===== src/rtl/acpi_pkg.sv =====
// Shared definitions for the RGB plane packer: geometry defaults, widths,
// FSM state encoding and the per-channel saturation helper.
package acpi_pkg;

  localparam int IMG_W_DEF = 128;
  localparam int IMG_H_DEF = 128;
  localparam int ADDR_W    = 14;
  localparam int PLANE_W   = 14;
  localparam int PIX_W     = 24;

  typedef enum logic [1:0] {
    ST_IDLE,
    ST_READ,
    ST_DRAIN,
    ST_DONE
  } state_t;

  // Two's complement plane word -> 8-bit channel, saturating at 0 and 255.
  function automatic logic [7:0] clamp_ch(input logic [PLANE_W-1:0] v);
    logic [7:0] r;
    if (v[PLANE_W-1])
      r = 8'h00;
    else if (|v[PLANE_W-2:8])
      r = 8'hFF;
    else
      r = v[7:0];
    return r;
  endfunction

endpackage


===== src/rtl/rgb_out_fifo.sv =====
// Small output FIFO for packed pixels plus last flag; exposes its occupancy
// so the reader can throttle plane reads against free space.
module rgb_out_fifo #(
  parameter int DEPTH = 2,
  parameter int W     = 25,
  localparam int CNT_W = $clog2(DEPTH + 1),
  localparam int PTR_W = (DEPTH > 1) ? $clog2(DEPTH) : 1
) (
  input  logic             clk,
  input  logic             rst,
  input  logic             push,
  input  logic [W-1:0]     wdata,
  input  logic             pop,
  output logic [W-1:0]     rdata,
  output logic [CNT_W-1:0] count
);

  logic [W-1:0]     mem [DEPTH];
  logic [PTR_W-1:0] wr_ptr;
  logic [PTR_W-1:0] rd_ptr;

  function automatic logic [PTR_W-1:0] ptr_inc(input logic [PTR_W-1:0] p);
    return (p == PTR_W'(DEPTH - 1)) ? '0 : p + 1'b1;
  endfunction

  always_ff @(posedge clk or posedge rst) begin
    if (rst) begin
      wr_ptr <= '0;
      rd_ptr <= '0;
      count  <= '0;
      for (int i = 0; i < DEPTH; i++) mem[i] <= '0;
    end else begin
      if (push) begin
        mem[wr_ptr] <= wdata;
        wr_ptr      <= ptr_inc(wr_ptr);
      end
      if (pop) rd_ptr <= ptr_inc(rd_ptr);
      count <= count + CNT_W'(push) - CNT_W'(pop);
    end
  end

  assign rdata = mem[rd_ptr];

endmodule


===== src/rtl/rgb_packer.sv =====
// Reads three 14-bit colour planes in raster order and emits 24-bit RGB pixels
// over valid/ready. Define RGB_PACK_CLAMP_EN to saturate channels instead of truncating.
module rgb_packer
  import acpi_pkg::*;
#(
  parameter int IMG_W  = IMG_W_DEF,
  parameter int IMG_H  = IMG_H_DEF,
  parameter int RD_LAT = 1
) (
  input  logic               clk,
  input  logic               rst,
  input  logic               start,
  output logic               rd_en,
  output logic [ADDR_W-1:0]  rd_addr,
  input  logic [PLANE_W-1:0] g_rdata,
  input  logic [PLANE_W-1:0] b_rdata,
  input  logic [PLANE_W-1:0] r_rdata,
  output logic               pix_valid,
  input  logic               pix_ready,
  output logic [PIX_W-1:0]   pix_data,
  output logic               pix_last,
  output logic               busy,
  output logic               done
);

  localparam int DEPTH = RD_LAT + 1;
  localparam int CNT_W = $clog2(DEPTH + 1);
  localparam logic [ADDR_W-1:0] LAST_ADDR = ADDR_W'(IMG_W * IMG_H - 1);

  state_t            state;
  logic [ADDR_W-1:0] addr;
  logic [RD_LAT-1:0] iss;
  logic [RD_LAT-1:0] iss_last;
  logic [CNT_W-1:0]  fifo_count;
  logic [2:0]        inflight;
  logic [3:0]        occ;
  logic              pop;
  logic              issue;
  logic [7:0]        r8, g8, b8;
  logic [PIX_W:0]    fifo_rdata;

  assign pop = pix_valid & pix_ready;

  always_comb begin
    inflight = '0;
    for (int i = 0; i < RD_LAT; i++) inflight = inflight + 3'(iss[i]);
  end

  // A slot freed by this cycle's pop may be reused by this cycle's read,
  // which is what sustains one pixel per cycle with a RD_LAT+1 deep FIFO.
  assign occ   = 4'(fifo_count) + 4'(inflight);
  assign issue = (state == ST_READ) && (occ < 4'(DEPTH) + 4'(pop));

  assign rd_en   = issue;
  assign rd_addr = addr;

  generate
    for (genvar gi = 0; gi < RD_LAT; gi++) begin : g_pipe
      if (gi == 0) begin : g_head
        always_ff @(posedge clk or posedge rst) begin
          if (rst) begin
            iss[0]      <= 1'b0;
            iss_last[0] <= 1'b0;
          end else begin
            iss[0]      <= issue;
            iss_last[0] <= issue && (addr == LAST_ADDR);
          end
        end
      end else begin : g_tail
        always_ff @(posedge clk or posedge rst) begin
          if (rst) begin
            iss[gi]      <= 1'b0;
            iss_last[gi] <= 1'b0;
          end else begin
            iss[gi]      <= iss[gi-1];
            iss_last[gi] <= iss_last[gi-1];
          end
        end
      end
    end
  endgenerate

`ifdef RGB_PACK_CLAMP_EN
  assign r8 = clamp_ch(r_rdata);
  assign g8 = clamp_ch(g_rdata);
  assign b8 = clamp_ch(b_rdata);
`else
  logic unused_hi;
  assign unused_hi = ^{r_rdata[PLANE_W-1:8], g_rdata[PLANE_W-1:8], b_rdata[PLANE_W-1:8]};
  assign r8 = r_rdata[7:0];
  assign g8 = g_rdata[7:0];
  assign b8 = b_rdata[7:0];
`endif

  rgb_out_fifo #(
    .DEPTH (DEPTH),
    .W     (PIX_W + 1)
  ) u_fifo (
    .clk   (clk),
    .rst   (rst),
    .push  (iss[RD_LAT-1]),
    .wdata ({r8, g8, b8, iss_last[RD_LAT-1]}),
    .pop   (pop),
    .rdata (fifo_rdata),
    .count (fifo_count)
  );

  assign pix_valid = (fifo_count != '0);
  assign pix_data  = fifo_rdata[PIX_W:1];
  assign pix_last  = fifo_rdata[0];

  always_ff @(posedge clk or posedge rst) begin
    if (rst) begin
      state <= ST_IDLE;
      addr  <= '0;
      busy  <= 1'b0;
      done  <= 1'b0;
    end else begin
      case (state)
        ST_IDLE: begin
          done <= 1'b0;
          if (start) begin
            state <= ST_READ;
            addr  <= '0;
            busy  <= 1'b1;
          end
        end
        ST_READ: begin
          if (issue) begin
            if (addr == LAST_ADDR) state <= ST_DRAIN;
            else                   addr  <= addr + 1'b1;
          end
        end
        ST_DRAIN: begin
          // Finish as the final pixel is taken, so done follows the last handshake directly.
          if ((iss == '0) && (fifo_count == CNT_W'(pop))) begin
            state <= ST_DONE;
            done  <= 1'b1;
          end
        end
        ST_DONE: begin
          state <= ST_IDLE;
          done  <= 1'b0;
          busy  <= 1'b0;
        end
        default: state <= ST_IDLE;
      endcase
    end
  end

endmodule


===== config.mk =====
export PLATFORM = sky130hd
export DESIGN_NAME = rgb_packer
export DESIGN_NICKNAME = d
export VERILOG_FILES = /design/src/rtl/acpi_pkg.sv /design/src/rtl/rgb_out_fifo.sv /design/src/rtl/rgb_packer.sv
export SDC_FILE = /design/constraint.sdc
export NUM_CORES = 1
export LEC_CHECK = 0
export CORE_UTILIZATION = 30
export DETAILED_ROUTE_END_ITERATION = 10
export PLACE_DENSITY = 0.55
export SYNTH_ARGS = -nofsm -noshare
export SYNTH_HDL_FRONTEND = slang
export SYNTH_SLANG_ARGS = --single-unit

===== constraint.sdc =====
create_clock -name clk -period 6.5 [get_ports clk]
set_input_delay 1.95 -clock clk [delete_from_list [all_inputs] [get_ports clk]]
set_output_delay 1.95 -clock clk [all_outputs]
set_load 0.01 [all_outputs]

# Yosys cells after proc, flatten, opt, wreduce, memory -nomap -nowiden
# Cells that the tools add are included.
# totals
reg_bits	74
out_inout_bits	43
elab_cells	71
# op_classes
n_addsub	7
order_cmp	4
n_eq_ne	10
mux	21
bitwise_logic	4
reduce_logical	14
# ops
op	n
$mux 25	4
$bwmux 50	1
$mux 14	3
$pmux 14 s2	1
$demux 25 s1	1
$add 14x1->14 const B	1
$eq 14x14->1 const B	1
$mux 2	4
$ne 2x2->1 const B	4
$pmux 2 s4	1
$reduce_and 4->1	2
$reduce_bool 2->1	4
$eq 2x2->1 const B	2
$ge 2x2->1 const B	2
$logic_and 1x1->1	4
$mux 1	4
$not 1->2	2
$pmux 1 s2	2
$reduce_and 2->1	2
$add 2x1->3	1
$add 2x1->3 const A	1
$lt 3x3->1	1
$add 1x1->1 const B	2
$add 2x1->2	1
other kinds (9)	9

# Longest topological paths before layout
# Gate-level depths: netlist (run 1).
# depth
ltp_word	7
ltp_mapped	9

# Hierarchy
# From an unflattened synthesis (run 1), not the netlist that was laid out.
# hier_totals
hier_cells	279
area_unflattened_um2	3622.2
# by_module_without_submodules
mod	instances	cells_per_inst	area_each_um2
rgb_out_fifo	1	148	2431.1
rgb_packer	1	131	1191.1

# Least setup slack after synthesis (run 1)
# Ideal clock, no wire load.
# synth_timing
kind	input to output
from	input port pix_ready
to	output port rd_en
t_arrival_ps	2654
path_slack_ps	1896
path_stages	3
path_buffers	0
path_cell_list	o21ai_0 -> o21a_1 -> nor3_1
# synth_via
elab_chain_len	4
# synth_rtl
element	line	source
start, declared	rgb_packer.sv:19	input logic pix_ready,
$and 1x1->1	rgb_packer.sv:42	assign pop = pix_valid & pix_ready;
$add 2x1->3	rgb_packer.sv:52	assign issue = (state == ST_READ) && (occ < 4'(DEPTH) + 4'(pop));
$lt 3x3->1	rgb_packer.sv:52	
$logic_and 1x1->1	rgb_packer.sv:52	
end, declared	rgb_packer.sv:13	output logic rd_en,
# No other way between the ends.

# Worst setup path after layout (run 1)
# Ends and elaborated chain as after synthesis.

==> impl_metrics.yaml, run 1 <==
status:
  status: "finished clean"
power:
  ir_worst_vdd_mv: 0.284
  p_clk_share_pct: 21.9
  sw_frac_of_total_pct: 32.0
  switchingPower_mw: 0.730
  combPwrFrac_pct: 45.1
  p_int_mw: 1.55
  leakagePower_nw: 1.92
  seq_power_share_pct: 33.0
  p_per_area_nw_per_um2: 485
sta:
  maxClockFrequency_mhz: 175
  rsz0062_at_grt: "no"
  setup-tns-final_ns: 0
  skew_ns: 0.00824
  hold_violations: 0
  finalSetupViolCount: 0
  post-route-min-period_ns: 5.72
  fin_crit_sh_pct: 88.1
  slew_viol_final: 0
  worst_slack_ns: 0.776
  maxSlewHeadroom_pct: 46.9
  worst_pin_slew_ns: 0.795
detailed_routing:
  top_layer_used: "met4"
  vias: 2468
  ant_nets: 0
  firstDrtPassIters: 4
  drtIter0Drc: 70
  route.met3.wl_um: 428
  met2_length_um: 3570
  drc_errors: 0
  vias_per_cell: 4.91
  met1_length_um: 3680
  drt_wl_total_um: 7810
  wl_per_cell_um: 15.5
cells_and_area:
  drive_above_1_share_pct: 28.3
  n_fill_cell: 1102
  diodes: 0
  fin_area_um2: 4690
  final_cells: 503
  nets: 411
  synthToLayoutAreaGrowth_pct: 32.3
global_route:
  track_usage_pct: 13.8
  grt_max_degree: 40
  grt_pass1_wl_um: 13500
  antenna_found_initial: 0
  grt_pass1_vias: 2683
  overflow: 0
synthesis:
  synth_edf_count: 0
  synth_warnings: 0
  syn-num-nets: 340
  synth.distinct_cells: 41
  syn_inst: 284
  synth.most_common_cell: "mux2_2"
  synth_commonest_cells: "mux2_2, dfrtp_1, nand2_1, inv_1"
  yosys.area.top_type_share_pct: 52.2
  synth.ff_latch_count: 74
  async_flop_share_pct: 100
  synth_ff_type: "dfrtp_1"
  synth_area_um2: 3550
  avgSynthCellArea_um2: 12.5
  synthTopCellsByArea: "dfrtp_1, mux2_2, ha_1"
  ys_seq_area_share_pct: 52.2
  synth_top_area_cell: "dfrtp_1"
clocking:
  ctsResizeCount: 0
  cts_sinks: 74
  clk_path_buf_depth: 2
  cts_setup_buffers: 0
  root_buffer: "clkbuf_16"
  cts_tree: "done"
  cts_buffers: 9
  clock_latency_ns: 0.34
  h-tree-depth: 3
  hold_buffers: 0
  clkSlewWorstSetupHoldPaths_ns: 0.05
floorplan:
  die_area_um2: 12300
  initial_core_util_pct: 30.9
  core_um2: 11500
  die_height_um: 111
  ios: 89
  std_cell_rows: 39
  fp.dieW_um: 111
place:
  portBuffers: 70
  dp_cells: 487
  place_area_um2: 4400
  gp_congestion: 0.792
  post-place-ws_ns: 0.775
  dp_hpwl_um: 5090
min_path:
  holdCritPathClass: "flip-flop to flip-flop"
  min_from: "u_fifo.rd_ptr$_DFFE_PP0P_"
  holdPathEnd: "u_fifo.rd_ptr$_DFFE_PP0P_"
  hold_depth: 1
worst_setup_path:
  r2r_end: "rd_addr[1]$_DFFE_PP0P_"
  reg2reg_depth: 6
  critPathMaxFanout: 4
  cp.required_ns: 4.55
  r2r-start: "state[1]$_DFFE_PP0P_"
  critPathCaptureType: "output port"
  crit_type: "primary input to output port"
  crit_arrival_ns: 3.77
  r2r_slack_ns: 4.10
  cp-start-kind: "primary input"
job:
  maxCapViolCount: 0
==> worst max path at each step <==
stage / slack (ns) / depth (start not counted) / startpoint / to
after floorplan: 1.90 / 3 / pix_ready / rd_en
after global placement: 0.77 / 5 / pix_ready / rd_en
after detailed placement: 0.77 / 5 / pix_ready / rd_en
after CTS: 0.76 / 5 / pix_ready / rd_en
after global routing: 0.68 / 5 / pix_ready / rd_en
final: 0.78 / 5 / pix_ready / rd_en
==> power by group through the flow <==
stage | registers [mW] | clock network (mW) | logic, mW
4_1_cts | 0.755 | 0.514 | 1.04
2_1_floorplan | 0.738 | 0 | 0.646
3_3_place_gp | 0.751 | 0 | 1.02
6_report | 0.752 | 0.499 | 1.03
5_1_grt | 0.781 | 0.533 | 1.12
3_5_place_dp | 0.763 | 0 | 1.04
==> sequential cells by signal, indices dropped and copies added, names as in the netlist <==
register and flops:
busy 1, done 1, iss 1, iss_last 1, rd_addr 14, state 2
u_fifo.count 2, u_fifo.mem 50, u_fifo.rd_ptr 1, u_fifo.wr_ptr 1
==> metrics by stage <==
| step | utilization (%) | hold WS (ns) | total power [mW] |
|---|---|---|---|
| final | 40.9 | 0.469 | 2.28 |
| after global routing | 40.9 | 0.483 | 2.43 |
| after CTS | 40.9 | 0.476 | 2.31 |
| after detailed placement | 38.3 | 0.468 | 1.80 |
| after global placement | 38.3 | 0.462 | 1.78 |
| after floorplan | - | 0.463 | 1.38 |
==> cell type report <==
type / count / area (µm²) / area share (%)
clock buffer: 12 / 246 / 5.25
clock inverter: 4 / 51.3 / 1.09
inverter: 11 / 41.3 / 0.880
multi-input combinational: 185 / 1590 / 34.0
sequential: 74 / 1850 / 39.4
tap: 143 / 179 / 3.81
timing repair buffer: 74 / 731 / 15.6
==> per-layer routing <==
layer,vias up,global-route usage [%]
li1,1173,-
met5,-,0
met2,76,21.2
met3,14,4.87
met1,1205,17.9
met4,0,5.24
==> cell usage in the layout, fill, tap and decap left out, types with 2 or more instances in the layout <==
cell,instances
a21oi_1,7
a31oi_1,10
a41oi_2,2
and3_1,2
buf_4,4
clkbuf_1,2
clkbuf_16,9
clkdlybuf4s50_1,70
dfrtp_1,74
ha_1,10
inv_1,10
mux2_2,75
mux2i_1,5
nand2_1,15
nand2b_1,3
nand3_1,7
nand4_1,5
nor2_1,8
nor3_1,4
nor4_1,2
o21ai_0,8
xnor2_1,3
==> worst max-delay path, cell delays in order <==
cell and delay (ns):
clkdlybuf4s50_1 0.45, o21ai_0 0.20, o21a_1 0.29, nor3_1 0.27, clkdlybuf4s50_1 0.62
==> cell families (layout without fill, tap and decap cells) <==
logic type,after synthesis,count (layout),synth area share [%]
multiplexers,80,80,25.2
flip-flops,74,74,52.2
AND/OR/NAND/NOR,53,53,7.65
AO/OA/AOI/OAI,38,38,7.48
buffers and inverters,25,101,2.96
adder cells (fa/ha/maj),10,10,3.53
XOR/XNOR,4,4,0.987
No activity file was read; power rests on OpenSTA's default activity.
==> run 2: changes to the inputs <==
--- a/config.mk
+++ b/config.mk
@@ -7,7 +7,8 @@
 export LEC_CHECK = 0
 export CORE_UTILIZATION = 30
 export DETAILED_ROUTE_END_ITERATION = 10
-export PLACE_DENSITY = 0.55
+export PLACE_DENSITY = 0.6
 export SYNTH_ARGS = -nofsm -noshare
 export SYNTH_HDL_FRONTEND = slang
+export SYNTH_HIERARCHICAL = 1
 export SYNTH_SLANG_ARGS = --single-unit
==> constraint.sdc (replaced) <==
create_clock -name clk -period 6.8 [get_ports clk]
set_input_delay 2.04 -clock clk [delete_from_list [all_inputs] [get_ports clk]]
set_output_delay 2.04 -clock clk [all_outputs]
set_load 0.01 [all_outputs]
==> run 2 against run 1 <==
Net effect: sequential power is 2% lower; final area is 0.51% higher; clock skew hardly changed; register-to-register slack worse by 0.10 ns; count of clock-buffer cells in the layout is 1 higher; global-route usage is 0.33 points lower; via count is 2.5% lower; critical path type unchanged; largest power group unchanged; combinational power is 5% lower; the flow now finishes with violations (DRC); area after synthesis is 2.1% higher; total power is 4.7% lower; setup slack better by 0.13 ns.
==> impl_metrics.yaml, run 2 <==
clocking:
  root_buffer: "clkbuf_16"
  cts_buffers: 9
  clk_path_buf_depth: 2
  h-tree-depth: 3
  cts_sinks: 74
  ctsResizeCount: 0
  cts_tree: "done"
  clock_latency_ns: 0.33
  cts_setup_buffers: 0
  hold_buffers: 0
  clkSlewWorstSetupHoldPaths_ns: 0.05
detailed_routing:
  firstDrtPassIters: 9
  wl_per_cell_um: 15.3
  ant_nets: 0
  drtIter0Drc: 89
  vias_per_cell: 4.83
  drt_wl_total_um: 7630
  drc_errors: 10
  vias: 2407
place:
  place_area_um2: 4430
  post-place-ws_ns: 0.933
  dp_hpwl_um: 4940
  gp_congestion: 0.756
  dp_cells: 482
  portBuffers: 70
sta:
  rsz0062_at_grt: "no"
  worst_pin_slew_ns: 1.15
  hold_violations: 0
  slew_viol_final: 0
  maxSlewHeadroom_pct: 22.9
  post-route-min-period_ns: 5.89
  holdWs_ns: 0.497
  worst_slack_ns: 0.910
  skew_ns: 0.00805
  fin_crit_sh_pct: 86.6
  setup-tns-final_ns: 0
  maxClockFrequency_mhz: 170
  finalSetupViolCount: 0
synthesis:
  synth_edf_count: 0
  yosys.area.top_type_share_pct: 51.1
  synthTopCellsByArea: "dfrtp_1, mux2_2, mux2_4"
  synth.distinct_cells: 43
  synth.most_common_cell: "dfrtp_1"
  synth_warnings: 6
  synth_top_area_cell: "dfrtp_1"
  synth.ff_latch_count: 74
  async_flop_share_pct: 100
  avgSynthCellArea_um2: 13.0
  synth_ff_type: "dfrtp_1"
  syn_inst: 279
  synth_area_um2: 3620
  syn-num-nets: 335
  synth_commonest_cells: "dfrtp_1, mux2_2, mux2_4, nand2_1, o21ai_0"
  ys_seq_area_share_pct: 51.1
worst_setup_path:
  cp-start-kind: "primary input"
  startpoint: "pix_ready"
  r2r-start: "rd_addr[0]$_DFFE_PP0P_"
  critPathMaxFanout: 5
  crit_arrival_ns: 3.85
  crit_type: "primary input to output port"
  critPathCaptureType: "output port"
  cp.required_ns: 4.76
cells_and_area:
  layout_commonest_cell: "dfrtp_1"
  drive_above_1_share_pct: 29.0
  n_fill_cell: 1124
  diodes: 0
  layout_common_cells: "dfrtp_1, clkdlybuf4s50_1, mux2_2, mux2_4, nand2_1"
  top_register: "u_fifo/mem"
  fin_area_um2: 4720
  utilization_pct: 40.6
  nets: 406
  largest_reg_flops: 50
  synthToLayoutAreaGrowth_pct: 30.3
  final_cells: 498
floorplan:
  ios: 89
  core_um2: 11600
  fp.dieW_um: 112
  initial_core_util_pct: 31.2
  die_height_um: 112
  std_cell_rows: 39
  die_area_um2: 12500
power:
  total_power_mw: 2.17
  p_per_area_nw_per_um2: 460
  leakagePower_nw: 2.04
  ir_worst_vdd_mv: 0.180
global_route:
  overflow: 0
  grt_pass1_wl_um: 13200
  grt_max_degree: 55
  antenna_found_initial: 0
  track_usage_pct: 13.5
  grt_pass1_vias: 2634
job:
  maxCapViolCount: 0
status:
  status: "complete, but fails checks"
  violations: "DRC"
min_path:
  holdCritPathClass: "flip-flop to flip-flop"
  min_from: "busy$_DFFE_PP0P_"
## run 2: cell count changes after synthesis, moves of 7 or more
cell / change
mux2_4: +20
mux2_2: -20
o21ai_0: +8
clkbuf_1: -7
a31oi_1: -9
## run 2: kinds of logic (layout without fill, tap and decap cells)
| logic type | Yosys count | in the layout | share of synthesized area, % |
|---|---|---|---|
| flip-flops | 74 | 74 | 51.1 |
| AND/OR/NAND/NOR | 59 | 59 | 9.36 |
| multiplexers | 77 | 77 | 25.9 |
| buffers and inverters | 23 | 99 | 3.73 |
| XOR/XNOR | 4 | 4 | 0.967 |
| adder cells (fa/ha/maj) | 10 | 10 | 3.45 |
| AO/OA/AOI/OAI | 32 | 32 | 5.42 |
## run 2: report_power, final
part           switching [mW]  internal, mW  total (mW)
registers               0.112         0.628       0.740
logic                   0.390         0.591       0.981
clock network           0.174         0.277       0.451
total                   0.676          1.50        2.17
## run 2: final timing paths
kind	cells past startpoint	to	slack [ns]
max	7	rd_en	0.91
min	2	busy$_DFFE_PP0P_	0.50
max reg2reg	6	rd_addr[3]$_DFFE_PP0P_	4.00
min reg2reg	2	busy$_DFFE_PP0P_	0.50
max in group asynchronous	3	u_fifo/mem[26]$_DFFE_PP0P_	4.07
min in group asynchronous	2	rd_addr[4]$_DFFE_PP0P_	2.22
## run 2: metal layers
layer | wire length, µm | track usage (%)
met1 | 3420 | 17.3
met2 | 3640 | 21.4
met3 | 515 | 4.25
met4 | 56 | 4.95
met5 | 0 | 0
## run 2: cell type report
class / instances / area (µm²) / share of cell area (%)
Tap cell: 143 / 179 / 3.79
Multi-Input combinational cell: 182 / 1640 / 34.7
Inverter: 11 / 41.3 / 0.875
Timing Repair Buffer: 72 / 716 / 15.2
Clock buffer: 13 / 270 / 5.73
Sequential cell: 74 / 1850 / 39.2
Clock inverter: 3 / 22.5 / 0.477
## run 2: critical path: stages
cell and delay, ns:
clkdlybuf4s50_1 0.48, o21ai_0 0.13, o21ai_1 0.28, nor2b_1 0.18
nand2_1 0.08, inv_1 0.12, clkdlybuf4s50_1 0.55
